<file path="src/rtl/sa_pkg.sv">
// Shared systolic-array types: drain FSM states and the row-index width helper.
package sa_pkg;

    typedef enum logic [1:0] {
        IDLE,
        COPY,
        SHIFT
    } drain_state_t;

    // $clog2(1) is 0, which would give zero-width row indices; keep at least one bit.
    function automatic int ROW_W(input int r);
        return (r > 1) ? $clog2(r) : 1;
    endfunction

endpackage

</file>
<file path="src/rtl/sa_drain.sv">
// Output drain for the systolic array: one result-copy strobe per tile, then walks
// the PE result chain bottom row first and emits each row as an AXI-Stream beat.
module sa_drain
    import sa_pkg::*;
#(
    parameter int R  = 4,
    parameter int C  = 4,
    parameter int WY = 16
) (
    input  logic                 clk,
    input  logic                 rst,
    input  logic                 s_done,
    input  logic                 s_last,
    output logic                 s_ready,
    output logic                 r_copy,
    output logic                 en_shift,
    input  logic [C*WY-1:0]      r_in,
    output logic [C*WY-1:0]      m_axis_tdata,
    output logic                 m_axis_tvalid,
    input  logic                 m_axis_tready,
    output logic                 m_axis_tlast,
    output logic [ROW_W(R)-1:0]  m_axis_tuser
);

    localparam int            RW        = ROW_W(R);
    localparam logic [RW-1:0] LAST_BEAT = RW'(R - 1);

    drain_state_t  state_q, state_d;
    logic [RW-1:0] beat_q;
    logic          last_q;

    // NOTE: state registers use non-blocking assignments so every flop samples pre-edge values.
    always_ff @(posedge clk) begin
        if (rst) begin
            state_q <= IDLE;
            beat_q  <= '0;
            last_q  <= 1'b0;
        end else begin
            state_q <= state_d;
            if (state_q == IDLE && s_done) begin
                last_q <= s_last;
            end
            if (en_shift) begin
                beat_q <= (beat_q == LAST_BEAT) ? '0 : beat_q + RW'(1);
            end
        end
    end

    // NOTE: every output of this block gets a default first, so no path can infer a latch.
    always_comb begin
        state_d       = state_q;
        s_ready       = 1'b0;
        r_copy        = 1'b0;
        m_axis_tvalid = 1'b0;
        m_axis_tlast  = 1'b0;
        m_axis_tuser  = '0;
        case (state_q)
            IDLE: begin
                s_ready = 1'b1;
                if (s_done) begin
                    state_d = COPY;
                end
            end
            COPY: begin
                r_copy  = 1'b1;
                state_d = SHIFT;
            end
            SHIFT: begin
                m_axis_tvalid = 1'b1;
                m_axis_tuser  = LAST_BEAT - beat_q;
                m_axis_tlast  = last_q && (beat_q == LAST_BEAT);
                if (m_axis_tready && beat_q == LAST_BEAT) begin
                    state_d = IDLE;
                end
            end
            default: state_d = IDLE;
        endcase
    end

    // The chain only moves on an accepted beat, so r_in (and thus tdata) is frozen while stalled.
    assign en_shift     = m_axis_tvalid & m_axis_tready;
    assign m_axis_tdata = r_in;

endmodule
</file>
<file path="config.mk">
export PLATFORM = sky130hd
export DESIGN_NAME = sa_drain
export DESIGN_NICKNAME = d
export VERILOG_FILES = /design/src/rtl/sa_pkg.sv /design/src/rtl/sa_drain.sv
export SDC_FILE = /design/constraint.sdc
export NUM_CORES = 1
export LEC_CHECK = 0
export CAP_MARGIN = 5
export CORE_AREA = 3 3 65 67
export DETAILED_ROUTE_END_ITERATION = 8
export DIE_AREA = 0 0 68 70
export MAX_ROUTING_LAYER = met4
export PLACE_DENSITY = 0.79
export SLEW_MARGIN = 20
export SYNTH_ARGS = -nofsm -noshare
export SYNTH_HDL_FRONTEND = slang
export SYNTH_SLANG_ARGS = --single-unit
</file>
<file path="constraint.sdc">
create_clock -name clk -period 1.35 [get_ports clk]
set_input_delay 0.135 -clock clk [delete_from_list [all_inputs] [get_ports clk]]
set_output_delay 0.135 -clock clk [all_outputs]
set_load 0.05 [all_outputs]
</file>
==> impl_results.md <==
- Vias in the first global route: 398
- Drt first-iter violations: 12
- Clk sink count: 5
- Req. time, crit path: 1.22 ns
- Nets: 114
- Internal power: 0.434 mW
- Highest routed layer: met4
- Pwr dens: 1150 nW/um^2
- Total negative slack: 0 ns
- Post-synthesis mux area share: 1.42%
- Period Utilization, post-route: 97.1%
- Core area: 3690 um^2
- Post-synthesis average cell area: 7.68 um^2
- Reg2reg end: beat_q[0]
- Final Hold Fails: 0
- DRT Wirelength: 1310 um
- DIE AREA: 4760 um^2
- Clock slew at reported path FFs: 0.03 ns
- Vias per Instance: 3.74
- Post-Synth Adder-Cell Area: 1.77%
- R2R cell count: 3
- Largest net degree at the start of global routing: 6
- CTS tree: built
- H-Tree Depth: 1
- Final worst slack: 0.0386 ns
- Slew headroom: 80.7%
- Row count: 22
- Crit end category: output pin
- GR Util All Layers: 5.84%
- Critical path launch point type: flop
- Buffers on Ports: 11
- Leak: 0.211 nW
- Met2 WL: 479 um
- Largest family of logic cells by synthesized area: buffers and inverters
- Synth-to-layout area growth: -26.2%
- Layout cell share with drive strength beyond 1: 32.6%
- Pwr Total: 0.599 mW
- Worst Hold Path EP: m_axis_tdata[15]
- Syn_nets: 162
- Sequential power share: 27.9%
- Unique masters post-synth: 16
- Worst Tran Pin Value: 0.289 ns
- Dpl ws: 0.0395 ns
- # DRC: 0
- Die Wd: 68 um
- Final setup vio count: 0
- Routed via count: 340
- Root Driver: clkbuf_8
- Max-cap violations: 0
- Hold path cells: 0
- GPL Wtd Cong: 0.716
- Initial antenna violation count: 0
- CP Max Fanout: 5
- Critical path class: reg2out
- HP Class: in2out
- Mapped Cells: 92
- # diodes: 0
- Mapped Area: 707 um^2
- Crit path DAT: 1.18 ns
- Reg-to-Reg Start: beat_q[0]
- First-pass GRT wire length: 1880 um
- Clock power share: 46.8%
- Switch Pwr: 0.165 mW
- Yosys Warn Count: 0
- XOR/XNOR share of the synthesized area: 0%
- FF-to-FF setup slack: 0.25 ns
- Met3 wire len: 283 um
- Hold Crit Start: r_in[15]
- Clk_lat worst skew: 0.23 ns
- Slew Limit Fails: 0
- Post-synthesis simple-gate area fraction: 11.5%
- Combinational Power Share: 25.3%
- Fmax: 763 MHz
- CTS max path bufs: 2
- Clock period minus worst slack: 1.31 ns
- Synth Area in Compound Gates: 2.12%
- CTS Buf Count: 3
- Detailed placement HPWL: 991 um
- DR pass1 iterations: 2
- VDD IR max: 0.474 mV
- #FFs+latches synth: 5
- Gr ovfl total: 0
- Sequential fraction of the synthesis area: 14.2%
- Initial Utilization: 19.2%
- Sw frac: 27.6%
- Number of routed nets with antenna violations: 0
- I/O pin count: 140
- Status: finished clean
- Wl on met1: 242 um
- Die span in y: 70 um
- Routed len/inst: 14.4 um
- RSZ-0062 raised after global routing: false
- Skew final: 0.000630 ns
worst max-delay path by stage:
stage,from,endpoint,slack (ns),cells after the start
final,state_q[0],m_axis_tlast,0.04,4
after CTS,state_q[0],m_axis_tlast,0.04,4
after global placement,m_axis_tready,beat_q[0],0.09,4
after detailed placement,m_axis_tready,beat_q[0],0.04,4
after floorplan,state_q[0],m_axis_tlast,0.007,3
after global routing,state_q[0],m_axis_tlast,0.01,4
state kept, by name, summed over array words and instances, names as in the netlist:
register	flops
last_q	1
beat_q	2
state_q	2
power groups by stage:
stage / sequential [mW] / clock (mW) / combinational (mW)
final: 0.167 / 0.280 / 0.151
after global routing: 0.168 / 0.286 / 0.159
after CTS: 0.167 / 0.282 / 0.152
after detailed placement: 0.167 / 0 / 0.149
after global placement: 0.167 / 0 / 0.147
after floorplan: 0.164 / 0 / 0.582
cells in the mapped netlist, drive strengths merged:
cell type  instances  area (um^2)
nand3              1         5.00
nand2b             1         6.26
nor2               5         18.8
nand3b             1         7.51
dfxtp              5          100
nor3b              1         7.51
mux2i              1         10.0
nand2              3         11.3
a21oi              3         15.0
inv                2         7.50
ha                 1         12.5
buf               64          480
and3               1         6.26
nor2b              2         12.5
or3                1         6.26
layout make-up:
| type | count | area (um^2) |
|---|---|---|
| fillers | 435 | 3170 |
| repair buffers | 11 | 180 |
| multi-input cells | 21 | 126 |
| flip-flops and latches | 5 | 103 |
| well taps | 48 | 60.1 |
| clock buffers | 4 | 45.0 |
| inverters | 2 | 7.51 |
cells in the final DEF, fill, tap and decap left out:
master,instances
a21oi_1,3
nand3_1,1
nand3b_1,1
mux2i_1,1
dfxtp_2,2
clkbuf_8,3
nand2_1,3
ha_1,1
nor2_1,5
buf_12,7
inv_2,1
inv_1,1
or3_1,1
dfxtp_1,3
clkbuf_1,1
and3_1,1
nor2b_1,2
nor3b_1,1
nand2b_4,1
clkdlybuf4s50_1,4
layer usage:
layer,vias up,global-route usage [%]
li1,122,-
met1,134,2.60
met2,41,6.75
met3,43,2.89
met4,0,15.5
met5,-,-
per-stage QoR:
stage               utilization, %  cell area (um^2)  hold WS (ns)  instances
floorplan                        -               707         0.204         92
global placement              12.7               467         0.270         87
detailed placement            12.7               467         0.270         87
CTS                           14.1               522         0.270         91
global route                  14.1               522         0.270         91
finish                        14.1               522         0.270         91
timing repair:
action,CTS,global route
resized for setup,3,0
hold buffers,0,0
setup endpoints to repair,1,0
buffers inserted,0,0
cells by family after synthesis:
family	Yosys count
AOI/OAI and AO/OA	3
adders and majority gates	1
buffers and inverters	66
DFF	5
muxes	1
and+or+nand+nor	16
critical path, stage by stage (launching register included):
cell	delay, ns
dfxtp_2	0.33
nand2b_4	0.15
inv_2	0.11
and3_1	0.21
buf_12	0.14
(Power assumes the default switching activity.)
